### src/rtl/store_buffer_if.sv
// rtl/store_buffer_if.sv - store-in, memory-write and load-probe signals of the store buffer
interface store_buffer_if;
    logic        st_valid;
    logic [63:0] st_addr;
    logic [63:0] st_data;
    logic [3:0]  st_size;
    logic        mem_req;
    logic [63:0] mem_addr;
    logic [63:0] mem_wdata;
    logic [7:0]  mem_wstrb;
    logic        mem_ack;
    logic [63:0] ld_addr;
    logic        ld_conflict;

    modport master (
        output st_valid, st_addr, st_data, st_size, mem_ack, ld_addr,
        input  mem_req, mem_addr, mem_wdata, mem_wstrb, ld_conflict
    );

    modport slave (
        input  st_valid, st_addr, st_data, st_size, mem_ack, ld_addr,
        output mem_req, mem_addr, mem_wdata, mem_wstrb, ld_conflict
    );
endinterface

### src/rtl/store_buffer.sv
// rtl/store_buffer.sv - post-commit store queue draining to data memory over req/ack
// Also flags loads that hit the same 8-byte word as any pending store.
module store_buffer #(
    parameter int DEPTH = 4,
    parameter int CW    = $clog2(DEPTH + 1)
) (
    input  logic          clk,
    input  logic          reset,
    store_buffer_if.slave bus,
    output logic          full,
    output logic          empty,
    output logic [CW-1:0] count,
    output logic          overflow
);
    localparam int PW = $clog2(DEPTH);

    localparam logic [0:0] S_IDLE = 1'b0;
    localparam logic [0:0] S_REQ  = 1'b1;

    logic [63:0] addr_q [DEPTH];
    logic [63:0] data_q [DEPTH];
    logic [3:0]  size_q [DEPTH];

    logic [0:0]    state, state_d;
    logic [PW-1:0] head, tail, head_nxt;
    logic          push, pop, load;
    logic [63:0]   nh_addr, nh_data;
    logic [3:0]    nh_size;
    logic [63:0]   mem_addr_q, mem_wdata_q;
    logic [7:0]    mem_wstrb_q;
    logic          conflict;
    logic [PW-1:0] off;

    function automatic logic [7:0] strobe_of(input logic [2:0] lo, input logic [3:0] size);
        logic [15:0] m;
        m = (16'd1 << size) - 16'd1;
        m = m << lo;
        return m[7:0];
    endfunction

    assign pop      = (state == S_REQ) && bus.mem_ack;
    assign push     = bus.st_valid && ((count != CW'(DEPTH)) || pop);
    assign head_nxt = head + PW'(1);

    // The memory-side registers are loaded with whichever store will be the
    // head next cycle; the incoming store is bypassed when the queue runs dry.
    always_comb begin
        state_d = state;
        load    = 1'b0;
        nh_addr = bus.st_addr;
        nh_data = bus.st_data;
        nh_size = bus.st_size;
        case (state)
            S_IDLE: begin
                if (push) begin
                    state_d = S_REQ;
                    load    = 1'b1;
                end
            end
            default: begin
                if (pop) begin
                    if (count > CW'(1)) begin
                        load    = 1'b1;
                        nh_addr = addr_q[head_nxt];
                        nh_data = data_q[head_nxt];
                        nh_size = size_q[head_nxt];
                    end else if (push) begin
                        load = 1'b1;
                    end else begin
                        state_d = S_IDLE;
                    end
                end
            end
        endcase
    end

    always_ff @(posedge clk) begin
        if (push) begin
            addr_q[tail] <= bus.st_addr;
            data_q[tail] <= bus.st_data;
            size_q[tail] <= bus.st_size;
        end
    end

    always_ff @(posedge clk or posedge reset) begin
        if (reset) begin
            state       <= S_IDLE;
            head        <= '0;
            tail        <= '0;
            count       <= '0;
            overflow    <= 1'b0;
            mem_addr_q  <= '0;
            mem_wdata_q <= '0;
            mem_wstrb_q <= '0;
        end else begin
            state <= state_d;
            if (push) tail <= tail + PW'(1);
            if (pop)  head <= head_nxt;
            if (push && !pop)      count <= count + CW'(1);
            else if (pop && !push) count <= count - CW'(1);
            if (bus.st_valid && !push) overflow <= 1'b1;
            if (load) begin
                mem_addr_q  <= nh_addr & ~64'h7;
                mem_wdata_q <= nh_data << {nh_addr[2:0], 3'b000};
                mem_wstrb_q <= strobe_of(nh_addr[2:0], nh_size);
            end
        end
    end

    // An entry is live when its distance from head is below count.
    always_comb begin
        conflict = 1'b0;
        off      = '0;
        for (int i = 0; i < DEPTH; i++) begin
            off = PW'(i) - head;
            if ((CW'(off) < count) &&
                ((addr_q[i] & ~64'h7) == (bus.ld_addr & ~64'h7)))
                conflict = 1'b1;
        end
    end

    assign bus.mem_req     = (state == S_REQ);
    assign bus.mem_addr    = mem_addr_q;
    assign bus.mem_wdata   = mem_wdata_q;
    assign bus.mem_wstrb   = mem_wstrb_q;
    assign bus.ld_conflict = conflict;

    assign full  = (count == CW'(DEPTH));
    assign empty = (count == '0);
endmodule

### src/flat_wrapper.sv
// flat-port wrapper written by rule: the top's interface ports become plain ports
module store_buffer_flat 
#(
    parameter int DEPTH = 4,
    parameter int CW    = $clog2(DEPTH + 1)
)
  (clk, reset, full, empty, count, overflow, bus_st_valid, bus_st_addr, bus_st_data, bus_st_size, bus_mem_ack, bus_ld_addr, bus_mem_req, bus_mem_addr, bus_mem_wdata, bus_mem_wstrb, bus_ld_conflict);
  store_buffer_if bus_i ();
  input  logic clk;
  input  logic reset;
  output logic full;
  output logic empty;
  output logic [CW-1:0] count;
  output logic overflow;
  input wire logic [$bits(bus_i.st_valid)-1:0] bus_st_valid;
  input wire logic [$bits(bus_i.st_addr)-1:0] bus_st_addr;
  input wire logic [$bits(bus_i.st_data)-1:0] bus_st_data;
  input wire logic [$bits(bus_i.st_size)-1:0] bus_st_size;
  input wire logic [$bits(bus_i.mem_ack)-1:0] bus_mem_ack;
  input wire logic [$bits(bus_i.ld_addr)-1:0] bus_ld_addr;
  output wire logic [$bits(bus_i.mem_req)-1:0] bus_mem_req;
  output wire logic [$bits(bus_i.mem_addr)-1:0] bus_mem_addr;
  output wire logic [$bits(bus_i.mem_wdata)-1:0] bus_mem_wdata;
  output wire logic [$bits(bus_i.mem_wstrb)-1:0] bus_mem_wstrb;
  output wire logic [$bits(bus_i.ld_conflict)-1:0] bus_ld_conflict;
  assign bus_i.st_valid = bus_st_valid;
  assign bus_i.st_addr = bus_st_addr;
  assign bus_i.st_data = bus_st_data;
  assign bus_i.st_size = bus_st_size;
  assign bus_i.mem_ack = bus_mem_ack;
  assign bus_i.ld_addr = bus_ld_addr;
  assign bus_mem_req = bus_i.mem_req;
  assign bus_mem_addr = bus_i.mem_addr;
  assign bus_mem_wdata = bus_i.mem_wdata;
  assign bus_mem_wstrb = bus_i.mem_wstrb;
  assign bus_ld_conflict = bus_i.ld_conflict;
  store_buffer #(.DEPTH(DEPTH), .CW(CW)) u_core (.clk(clk), .reset(reset), .bus(bus_i), .full(full), .empty(empty), .count(count), .overflow(overflow));
endmodule
### config.mk
export PLATFORM = sky130hd
export DESIGN_NAME = store_buffer_flat
export DESIGN_NICKNAME = d
export VERILOG_FILES = /design/src/rtl/store_buffer_if.sv /design/src/rtl/store_buffer.sv /design/src/flat_wrapper.sv
export SDC_FILE = /design/constraint.sdc
export NUM_CORES = 1
export LEC_CHECK = 0
export ABC_AREA = 1
export BUFFER_PORTS_ARGS = -buffer_cell sky130_fd_sc_hd__clkbuf_2
export CAP_MARGIN = 20
export CORE_UTILIZATION = 25
export DETAILED_ROUTE_END_ITERATION = 6
export PLACE_DENSITY = 0.51
export SLEW_MARGIN = 5
export SYNTH_ARGS = -nofsm -noshare
export SYNTH_HDL_FRONTEND = slang
export SYNTH_SLANG_ARGS = --single-unit
export TNS_END_PERCENT = 5
### constraint.sdc
create_clock -name clk -period 9.55 [get_ports clk]
set_input_delay 0.4775 -clock clk [delete_from_list [all_inputs] [get_ports clk]]
set_output_delay 0.4775 -clock clk [all_outputs]
set_load 0.05 [all_outputs]
## After elaboration in Yosys (flattened, before gate mapping)

Memory sizes are Yosys's and may differ from the RTL's.
Index checks and enable logic that the tools add are counted.

- Add/subtract/negate cells: 9
- Multipliers: 0
- Div/mod/pow operators: 0
- Order comparisons: 5
- Eq/ne operators: 6
- Shift-type cells: 3
- Muxes and demuxes: 22
- Bitwise gates (word level): 0
- Reduce and logical (&&, ||, !) cells: 14

Operators by type and width:

| operator | number |
|---|---|
| 64-bit 2-to-1 mux | 6 |
| 61-bit equality test | 4 |
| 64-bit by 6-bit left shift with 64-bit output | 1 |
| 1-bit by 4-bit left shift with 16-bit output, first input constant | 1 |
| 16-bit by 3-bit left shift with 8-bit output | 1 |
| 16-bit by 1-bit subtractor with 16-bit output, second input constant | 1 |
| 2-bit by 3-bit < comparator with 1-bit output | 4 |
| 4-bit 2-to-1 mux | 3 |
| 1-bit 2-to-1 mux | 11 |
| 1-bit logical AND | 9 |
| 3-bit 2-to-1 mux | 2 |
| 2-bit by 1-bit adder with 2-bit output, second input constant | 2 |
| 1-bit by 2-bit subtractor with 2-bit output, first input constant | 2 |
| 2-bit subtractor, first input constant | 2 |
| 3-bit by 1-bit adder with 3-bit output, second input constant | 1 |
| 3-bit equality test, second input constant | 1 |
| 3-bit by 1-bit greater-than comparator with 1-bit output, second input constant | 1 |
| 3-bit zero test | 1 |
| 3-bit != test, second input constant | 1 |
| 3-bit by 1-bit subtractor with 3-bit output, second input constant | 1 |
| 1-bit zero test | 2 |
| 2-bit nonzero test | 1 |
| 1-bit logical OR | 1 |

- Flip-flop bits (word level): 142
- Latch bits: 0
- Memory bits (writable): 528
- Bits in read-only memories: 0
- Input port bits: 200
- Output and inout bits: 144
- Memories: 3

Memory list:

| memory | depth | width | rd ports | clocked after memory_dff | write ports | RTL line | text |
|---|---|---|---|---|---|---|---|
| u_core.addr_q | 4 | 64 | 5 | 0 | 1 | store_buffer.sv:20 | `logic [63:0] addr_q [DEPTH];` |
| u_core.data_q | 4 | 64 | 1 | 0 | 1 | store_buffer.sv:21 | `logic [63:0] data_q [DEPTH];` |
| u_core.size_q | 4 | 4 | 1 | 0 | 1 | store_buffer.sv:22 | `logic [3:0] size_q [DEPTH];` |

## Depth between registers and ports, before layout

Gate-level depths: netlist of the first run.
An unclocked memory read counts as a cell.

- Depth in word-level cells: 8
- Gate-level depth with buffers: 21
- Mapped depth without buffers: 20

## Worst setup path before layout of the first run

Ideal clock, no wire load.

- Path type: register to register
- Start point: reg u_core.count[1]
- End point: mem u_core.addr_q[0][0] (enable)
- Setup time: 0.625 ns
- Arrival: 6.838 ns
- Data required time: 8.925 ns
- Slack: 2.087 ns
- Stages on the path, launching flop included: 6
- Period minus slack after synthesis: 7.463 ns
- Cell sequence: dfrtp_1 inv_1 ha_1 nand2_1 o21ai_2 nor2_1

- Cells in the longest elaborated chain, start to end: 5

RTL lines:

| item | RTL line | text |
|---|---|---|
| start, declared | store_buffer.sv:12 | `output logic [CW-1:0] count,` |
| start signal, assigned | store_buffer.sv:99 | `if (push && !pop) count <= count + CW'(1);` |
| start signal, assigned | store_buffer.sv:100 | `else if (pop && !push) count <= count - CW'(1);` |
| 3-bit != test | store_buffer.sv:42 | `assign push = bus.st_valid && ((count != CW'(DEPTH)) \|\| pop);` |
| 1-bit logical OR | store_buffer.sv:42 |  |
| 1-bit logical AND | store_buffer.sv:42 |  |
| 1-bit 2-to-1 mux | store_buffer.sv:78 | `if (push) begin` |
| 1-bit 2-to-1 mux (implied by the code) | store_buffer.sv:79 | `addr_q[tail] <= bus.st_addr;` |
| end, declared | store_buffer.sv:20 |  |

No other way between the ends.

## Worst setup path in the final report of the first run

- Start point: reg u_core.head[0]
- End point: reg u_core.mem_wdata_q[52] (netlist: u_core.bus.mem_wdata[52])

- Cells in the longest elaborated chain, start to end: 6

RTL lines:

| item | RTL line | text |
|---|---|---|
| start, declared | store_buffer.sv:25 | `logic [PW-1:0] head, tail, head_nxt;` |
| start signal, assigned | store_buffer.sv:98 | `if (pop) head <= head_nxt;` |
| 2-bit by 1-bit adder with 2-bit output * | store_buffer.sv:43 | `assign head_nxt = head + PW'(1);` |
| memory 4 x 64 bit (on tied branches) | - |  |
| 64-bit 2-to-1 mux | store_buffer.sv:62 | `if (count > CW'(1)) begin` |
| 64-bit 2-to-1 mux | store_buffer.sv:61 | `if (pop) begin` |
| 64-bit 2-to-1 mux | store_buffer.sv:53 | `case (state)` |
| 64-bit by 6-bit left shift with 64-bit output * | store_buffer.sv:104 | `mem_wdata_q <= nh_data << {nh_addr[2:0], 3'b000};` |
| end signal, assigned | store_buffer.sv:104 |  |
| end, declared | store_buffer.sv:29 | `logic [63:0] mem_addr_q, mem_wdata_q;` |

Every way passes the cells marked *; elsewhere a longest branch is shown, timed or not.
A chain may end at the register's enable or synchronous reset.

==> results_dict.tcl, run 1 <==
set metrics [dict create \
    dp_slack_ns 4.32 \
    hold_class "in -> reg" \
    cts_buffers 76 \
    yosysSeqAreaShare 0.633 \
    rsz0062_at_grt "false" \
    synth_top_family_by_area "simple AND/OR/NAND/NOR gates" \
    yosys_warnings 0 \
    maxSlewViolCount 0 \
    start_util 0.252 \
    synth-compound-area-share 0.0882 \
    grt_pass1_vias 21500 \
    grtUsageTotal 0.160 \
    htree_levels 3 \
    critPathRequiredTime_ns 10.10 \
    grt_overflow 0 \
    setup_viol 0 \
    status "complete, but fails checks" \
    cp.depth 13 \
    wire_per_inst_um 21.2 \
    num_rows 128 \
    violations "DRC" \
    fin_tns_setup_ns 0 \
    die_y_um 352 \
    antenna_found_initial 32 \
    clock_latency_ns 0.64 \
    synthArstFlopShare 0.212 \
    crit_arrival_ns 5.76 \
    grt_max_degree 124 \
    synth_mux_area_frac 0.00392 \
    slowest_stage "buf_4" \
    ir_drop_v 0.000219 \
    cts_setup_buffers 0 \
    synth-edff-count 528 \
    syn_to_final_growth_pct 18.5 \
    fin_crit_ns 5.21 \
    root_buffer "clkbuf_16" \
    drive_gt1_frac 0.183 \
    worstPathMaxFanout 67 \
    crit_top_cell "buf_4" \
    final_cell_mix "745 x nand2_1, 528 x edfxtp_1, 337 x clkbuf_2, 142 x dfrtp_1, 125 x xnor2_1" \
    startpoint_type "flip-flop" \
    final_area_sq_um 36300 \
    relSlewSlack 0.296 \
    cts_sinks 670 \
    skew_ns 0.0316 \
    hold-worst-slack_ns 0.0769 \
    syn_avg_cell_area_sq_um 11.0 \
    hold_viol_final 0 \
    fin_crit_sh 0.546 \
    grt_pass1_wl_um 147000 \
    cp_num_buf_inv 5 \
    tritoncts "done" \
    r2r-start "u_core.head[0]" \
    drc 2 \
    rrSetupSlack_ns 4.34 \
    antenna_left 0 \
    worstSetupEndpoint "u_core.bus.mem_wdata[52]" \
    layout_commonest_cell "nand2_1" \
    worstPathCellList "nand2_2 > inv_4 > buf_4 > a22oi_1 > nand3_1 > nand2_2 > buf_4 > inv_2 > buf_4 > a21oi_1 > a21oi_1 > o21ai_0 > nand3_1" \
    synth_seq_cells 670 \
    routed_wl_um 101000 \
    cts_resized 0 \
    drt_iter0_drc 1750 \
    io_buffers 337 \
    crit_family "buffers and inverters" \
    die_x_um 352 \
    drv_cap 0 \
    fmax_ghz 0.192 \
    finalWeightedCongestion 0.830 \
    first_pass_iters 7 \
    crit_type "reg -> reg" \
    multi_input_area_sq_um 10100 \
    seqCellArea_sq_um 19400 \
    cp-startpoint "u_core.head[0]" \
    r2r_cells 13 \
    synth_cell_types 50 \
    path_clk_slew_ns 0.06 \
    synthAdderAreaFrac 0.00571 \
    dieArea_sq_um 124000 \
    tightest_slew_ns 1.06 \
    dpl.hpwl_um 66900 \
    critPathMaxStageDelay_ns 0.87 \
    worst_slack_ns 4.34 \
    power_density_nw_per_um2 349 \
    core_area_sq_um 122000 \
    fin_nets 3283 \
    r2r_end "u_core.bus.mem_wdata[52]" \
    ys.flop_type "edfxtp_1" \
    ioPinCount 344 \
    netlist_area_sq_um 30700 \
    synth_xor_area_frac 0.0557 \
    dpl_cell_area_sq_um 33900 \
    fillers 12600 \
    vias 22000 \
    p_leak_nw 13.7 \
    yosys.area_share.simple 0.172 \
    via_per_inst 4.61 \
    cts.path.max_buffers 3 \
    crit_path_end_kind "flip-flop" \
    synthCells 2784 \
]
synthesized netlist by cell type (all sizes together) (12+ instances only):
library cell | instances | share of area
nand2 | 757 | 0.094
edfxtp | 528 | 0.52
dfrtp | 142 | 0.12
nor2 | 134 | 0.017
xnor2 | 125 | 0.036
nand3 | 124 | 0.021
inv | 115 | 0.014
o21ai | 106 | 0.018
nand4 | 105 | 0.021
buf | 95 | 0.019
a22oi | 93 | 0.023
xor2 | 70 | 0.020
a31oi | 68 | 0.014
clkbuf | 67 | 0.0082
or2 | 54 | 0.011
o2111ai | 38 | 0.011
a21oi | 24 | 0.0039
a22o | 23 | 0.0066
o211ai | 22 | 0.0054
nor4 | 18 | 0.0037
nor3 | 15 | 0.0024
ha | 14 | 0.0057
o21a | 13 | 0.0032
mux2i | 12 | 0.0039
how the worst min path moves through the flow:
stage | start | end | slack, ns | cells after the start
3_3_place_gp | u_core.bus.mem_wdata[18] | u_core.bus.mem_wdata[18] | 0.47 | 2
5_1_grt | bus_st_data[10] | u_core.data_q[0][10] | 0.04 | 1
4_1_cts | bus_st_addr[44] | u_core.addr_q[1][44] | 0.03 | 1
6_report | bus_st_addr[44] | u_core.addr_q[1][44] | 0.08 | 1
2_1_floorplan | bus_st_addr[0] | u_core.addr_q[0][0] | 0.58 | 0
3_5_place_dp | u_core.bus.mem_wdata[18] | u_core.bus.mem_wdata[18] | 0.47 | 2
report_power, final:
group / switching [W] / internal (W)
clock network: 0.00122 / 0.00165
registers: 0.000357 / 0.00395
logic: 0.00416 / 0.00136
total: 0.00574 / 0.00696
sequential cells by signal, indices dropped and copies added, names as in the netlist:
register / cells
u_core.count: 3
u_core.overflow: 1
u_core.tail: 2
u_core.bus.mem_req: 1
u_core.bus.mem_wstrb: 8
u_core.size_q: 16
u_core.data_q: 256
u_core.head: 2
u_core.addr_q: 256
u_core.bus.mem_wdata: 64
u_core.bus.mem_addr: 61
metal layers:
layer / share of wire / up-vias / routed length (um) / GRT usage
li1: - / 10400 / - / -
met1: 0.41 / 10600 / 40900 / 0.199
met2: 0.48 / 706 / 48600 / 0.268
met3: 0.084 / 169 / 8470 / 0.0467
met4: 0.026 / 34 / 2650 / 0.0430
met5: 0.0022 / - / 221 / 0
stage by stage:
stage | total power, W | cells | utilization
after floorplan | 0.00822 | 2786 | -
final | 0.0127 | 4764 | 0.299
after global routing | 0.0135 | 4759 | 0.298
after detailed placement | 0.00997 | 4615 | 0.278
after global placement | 0.00995 | 4615 | 0.278
after CTS | 0.0129 | 4758 | 0.298
kinds of logic after synthesis:
family | Yosys count
AND/OR/NAND/NOR | 1215
AO/OA/AOI/OAI | 400
multiplexers | 12
adder cells (fa/ha/maj) | 14
other | 1
buffers and inverters | 277
flip-flops | 670
XOR/XNOR | 195
repair_timing:
action	4_1_cts	5_1_grt
hold buffers	1	0
setup endpoints to repair	0	0
hold endpoints to repair	2	0
worst reg2reg max path, delay by kind of cell (launching register included):
family,cells,cell delay (ns)
DFF,1,0.82
buffers and inverters,5,2.64
and+or+nand+nor,4,0.81
AOI/OAI and AO/OA,4,0.88
final cells by class:
cell class / instances / share of cell area
Sequential cell: 670 / 0.534
Inverter: 115 / 0.0122
Tap cell: 1625 / 0.0560
Clock buffer: 95 / 0.0554
Multi-Input combinational cell: 1839 / 0.277
Timing Repair Buffer: 367 / 0.0530
Antenna cell: 6 / 0.000413
Clock inverter: 47 / 0.0118
Note: power is estimated with default switching activity, not from simulation.
==> run 2: changes to the inputs <==
--- a/config.mk
+++ b/config.mk
@@ -5,7 +5,7 @@
 export SDC_FILE = /design/constraint.sdc
 export NUM_CORES = 1
 export LEC_CHECK = 0
-export ABC_AREA = 1
+export ABC_AREA = 0
 export BUFFER_PORTS_ARGS = -buffer_cell sky130_fd_sc_hd__clkbuf_2
 export CAP_MARGIN = 20
 export CORE_UTILIZATION = 25
==> constraint.sdc (replaced) <==
create_clock -name clk -period 4.9 [get_ports clk]
set_input_delay 0.245 -clock clk [delete_from_list [all_inputs] [get_ports clk]]
set_output_delay 0.245 -clock clk [all_outputs]
set_load 0.05 [all_outputs]
==> run 2 against run 1 <==
Against the previous run: the run now ends clean; core utilization is 1.4 points higher; final area rose by 4.6%; synthesized cell count down 26%.
==> results_dict.tcl, run 2 <==
set metrics [dict create \
    hold_class "in -> reg" \
    fmax_ghz 0.239 \
    ioPinCount 344 \
    core_area_sq_um 122000 \
    hold-worst-slack_ns 0.134 \
    synth_most_common_cell "edfxtp_1" \
    dieArea_sq_um 124000 \
    dpl.hpwl_um 74800 \
    finalWeightedCongestion 0.882 \
    num_rows 128 \
    cts_sinks 670 \
    fin_crit_ns 4.18 \
    yosys.area.top_type "edfxtp_1" \
    yosysSeqAreaShare 0.632 \
    fin_nets 2701 \
    antenna_left 0 \
    p_leak_nw 13.6 \
    synth.top_cell.area_share 0.517 \
    clock_latency_ns 0.64 \
    grt_pass1_wl_um 149000 \
    synthArstFlopShare 0.212 \
    critPathRequiredTime_ns 4.66 \
    syn_to_final_growth_pct 23.8 \
    grtUsageTotal 0.166 \
    first_pass_iters 5 \
    rsz0062_at_grt "false" \
    fin_crit_sh 0.853 \
    yosys_warnings 0 \
    crit_type "reg -> out" \
    startpoint_type "flip-flop" \
    cts_buffers 72 \
    skew_ns 0.0300 \
    ys.flop_type "edfxtp_1" \
    start_util 0.252 \
    setup_viol 0 \
    synth-edff-count 528 \
    routed_wl_um 105000 \
    placedCellCount 3904 \
    path_clk_slew_ns 0.06 \
    cts.path.max_buffers 3 \
    syn_avg_cell_area_sq_um 14.9 \
    r2r_cells 12 \
    synth_seq_cells 670 \
    fin_cells 4184 \
    power_density_nw_per_um2 648 \
    tightest_slew_ns 1.03 \
    root_buffer "clkbuf_16" \
    netlist_area_sq_um 30700 \
    synthCells 2057 \
    synthTopCellsByCount "528 x edfxtp_1, 188 x nand2_1, 175 x xnor2_1" \
    wire_per_inst_um 25.1 \
    grt_pass1_vias 20300 \
    final_cell_mix "528 x edfxtp_1, 337 x clkbuf_2, 188 x nand2_1, 175 x xnor2_1, 140 x dfrtp_1" \
    crit_arrival_ns 3.93 \
    hold_depth 3 \
    antenna_found_initial 20 \
    maxSlewViolCount 0 \
    drv_cap 0 \
    drc 0 \
    grt_max_degree 123 \
    relSlewSlack 0.312 \
    grt_overflow 0 \
    tritoncts "done" \
    htree_levels 3 \
    ir_drop_v 0.000472 \
    vias 19900 \
    synth_cell_types 70 \
    io_buffers 337 \
    status "finished, final reports clean" \
    synthTopCellsByArea "edfxtp_1 52%, dfrtp_1 12%, mux4_2 9.5%" \
    via_per_inst 4.75 \
    crit_path_end_kind "output pin" \
    fillers 12200 \
    hold_viol_final 0 \
    drt_iter0_drc 1680 \
    die_x_um 352 \
    drive_gt1_frac 0.260 \
    worstPathMaxFanout 33 \
    die_y_um 352 \
    layout_commonest_cell "edfxtp_1" \
]
## run 2: metal layers
metal	track usage	share of wire	vias to the layer above	wire length, um
li1	-	-	8816	-
met1	0.209	0.40	10100	42100
met2	0.272	0.48	764	50700
met3	0.0454	0.079	160	8330
met4	0.0601	0.034	16	3600
met5	0	0.00095	-	100
## run 2: cells by family after synthesis
| group | Yosys count | synth area share |
|---|---|---|
| AOI/OAI and AO/OA | 284 | 0.0668 |
| xor gates and xnor gates | 247 | 0.0705 |
| adders and majority gates | 14 | 0.00571 |
| buffers and inverters | 192 | 0.0269 |
| DFF | 670 | 0.632 |
| muxes | 258 | 0.139 |
| other | 1 | 0.000122 |
| and+or+nand+nor | 391 | 0.0583 |
## run 2: power breakdown
group          switching (W)  leakage [nW]  internal, W
Clock                0.00240          1.17      0.00317
Sequential          0.000790          6.56      0.00768
Combinational        0.00711          5.88      0.00348
Total                 0.0103          13.6       0.0143
## run 2: path summary, 6_finish.rpt
check | startpoint | endpoint | slack [ns]
worst min-delay path | bus_mem_ack | u_core.bus.mem_req | 0.13
worst min register to register | u_core.bus.mem_wdata[28] | u_core.bus.mem_wdata[28] | 0.48
worst max register to register | u_core.count[1] | u_core.bus.mem_wstrb[7] | 1.11
max in group asynchronous | reset | u_core.head[0] | 3.46
worst max-delay path | u_core.head[1] | bus_ld_conflict | 0.72
min in group asynchronous | reset | u_core.bus.mem_addr[27] | 0.29
## run 2: final cells by class
class,instances,area [sq um],share of cell area
tap,1625,2030,0.0535
multi-input combinational,1197,10500,0.277
clock inverter,39,380,0.0100
clock buffer,95,2030,0.0535
inverter,36,140,0.00369
antenna,12,30.0,0.000790
timing repair buffer,510,3460,0.0910
sequential,670,19400,0.511
## run 2: critical path, cell delays in order, from the launching register on
cell       delay [ns]
dfrtp_4          0.71
buf_4            0.68
xnor2_1          0.22
inv_1            0.07
ha_1             0.27
a21oi_1          0.09
o2111ai_1        0.23
nor3_1           0.08
or4_1            0.60
clkbuf_2         0.30
## run 2: through the flow
step | worst slack, ns | TNS [ns] | power (W) | instance area (sq um) | util
floorplan | -0.359 | -142.10 | 0.0158 | 30700 | -
global placement | 1.26 | 0 | 0.0192 | 34200 | 0.281
detailed placement | 1.18 | 0 | 0.0192 | 34200 | 0.281
CTS | 0.630 | 0 | 0.0249 | 38000 | 0.312
global route | 0.460 | 0 | 0.0258 | 38000 | 0.312
finish | 0.723 | 0 | 0.0246 | 38000 | 0.312
## run 2: what timing repair did
action,in CTS,in global routing
endpoints found under the hold margin,643,0
buffers inserted,0,0
hold buffers,134,0
gates resized for setup,0,0
==> run 3: changes to the inputs <==
==> constraint.sdc (replaced) <==
create_clock -name clk -period 4.9 [get_ports clk]
set_input_delay 0.735 -clock clk [delete_from_list [all_inputs] [get_ports clk]]
set_output_delay 0.735 -clock clk [all_outputs]
set_load 0.1 [all_outputs]
==> run 3 against run 2 <==
Against the previous run: worst setup slack got worse by 0.085 ns; non-clock buffer count shrank 130; largest power group unchanged; global-route usage shrank 0.051 points; count of clock-buffer cells in the layout is 16 higher; first-iteration DRC count increased by 1.2%; sequential power increased by 0.5%.
==> results_dict.tcl, run 3 (synthesis gave the netlist of run 2 again) <==
set metrics [dict create \
    grt_overflow 0 \
    cts_buffers 75 \
    root_buffer "clkbuf_16" \
    antenna_found_initial 22 \
    routed_wl_um 104000 \
    startpoint_type "flip-flop" \
    cts_sinks 670 \
    worstPathMaxFanout 2 \
    tightest_slew_ns 1.01 \
    die_x_um 352 \
    first_pass_iters 5 \
    wire_per_inst_um 25.8 \
    fin_nets 2574 \
    final_cell_mix "528 x edfxtp_1, 337 x clkbuf_2, 188 x nand2_1, 175 x xnor2_1, 140 x dfrtp_1" \
    num_rows 128 \
    relSlewSlack 0.325 \
    dp_slack_ns 0.796 \
    via_per_inst 4.81 \
    crit_arrival_ns 3.53 \
    total_power_w 0.0267 \
    skew_ns 0.0364 \
    hold_viol_final 0 \
    drive_gt1_frac 0.273 \
    core_area_sq_um 122000 \
    tritoncts "done" \
    cts_hold_buf 0 \
    crit_path_end_kind "output pin" \
    drt_iter0_drc 1700 \
    io_buffers 337 \
    fmax_ghz 0.235 \
    syn_to_final_growth_pct 19.8 \
    drc 0 \
    critPathRequiredTime_ns 4.16 \
    path_clk_slew_ns 0.07 \
    fin_crit_sh 0.870 \
    drv_cap 0 \
    grt_max_degree 123 \
    fillers 12300 \
    antenna_left 0 \
    dieArea_sq_um 124000 \
    maxSlewViolCount 0 \
    grt_pass1_vias 19700 \
    worst_slack_ns 0.637 \
    htree_levels 3 \
    setup_viol 0 \
    crit_type "reg -> out" \
    cts_setup_buffers 0 \
    status "finished, final reports clean" \
    die_y_um 352 \
    clock_latency_ns 0.64 \
    hold_class "in -> async" \
    cts.path.max_buffers 3 \
    layout_commonest_cell "edfxtp_1" \
    rsz0062_at_grt "false" \
    grtUsageTotal 0.166 \
    grt_pass1_wl_um 149000 \
    fin_crit_ns 4.26 \
    fin_tns_setup_ns 0 \
    p_leak_nw 13.1 \
    start_util 0.252 \
    vias 19500 \
    cts_resized 0 \
    ioPinCount 344 \
    ir_drop_v 0.000604 \
    power_density_nw_per_um2 725 \
    dpl.hpwl_um 74800 \
    finalWeightedCongestion 0.869 \
]
==> run 3: critical path, cell delays in order (launching register included) <==
cell and delay (ns):
edfxtp_1 0.41, xnor2_1 0.54, nand4_1 0.17, nor4_1 0.49, nand4_1 0.21, nor4_1 0.30
or4_1 0.27, clkbuf_2 0.50
==> run 3: path summary, 6_finish.rpt <==
path | slack [ns] | cells after the start | from | endpoint
max in group asynchronous | 3.65 | 3 | reset | u_core.bus.mem_wdata[26]
worst max-delay path | 0.64 | 7 | u_core.addr_q[1][34] | bus_ld_conflict
worst min register to register | 0.48 | 2 | u_core.bus.mem_wdata[28] | u_core.bus.mem_wdata[28]
worst min-delay path | 0.21 | 2 | reset | u_core.bus.mem_addr[33]
min in group clk | 0.33 | 1 | bus_st_addr[37] | u_core.addr_q[0][37]
worst max register to register | 1.04 | 12 | u_core.count[1] | u_core.bus.mem_wstrb[6]
==> run 3: per-layer routing <==
metal	vias up	GRT usage	wire, um
li1	8541	-	-
met1	10000	0.213	42900
met2	719	0.278	51500
met3	142	0.0402	7350
met4	24	0.0428	2450
met5	-	0	161
==> run 3: where the power goes <==
part / internal, W / switching (W)
Combinational: 0.00343 / 0.00905
Sequential: 0.00768 / 0.000834
Clock: 0.00328 / 0.00238
==> run 3: per-stage QoR <==
stage / util / hold slack [ns] / instance area [sq um] / std cells
after floorplan: - / 0.498 / 30700 / 2059
after global placement: 0.282 / 0.464 / 34300 / 3908
after detailed placement: 0.282 / 0.471 / 34300 / 3908
after CTS: 0.302 / 0.219 / 36800 / 4044
after global routing: 0.302 / 0.248 / 36800 / 4046
final: 0.302 / 0.207 / 36800 / 4048
==> run 3: layout make-up <==
class / count / area, sq um / area share
Clock buffer: 111 / 2190 / 0.0596
Tap cell: 1625 / 2030 / 0.0553
Timing Repair Buffer: 380 / 2180 / 0.0594
Inverter: 36 / 140 / 0.00381
Clock inverter: 25 / 289 / 0.00786
Antenna cell: 4 / 10.0 / 0.000272
Multi-Input combinational cell: 1197 / 10500 / 0.286
Sequential cell: 670 / 19400 / 0.528
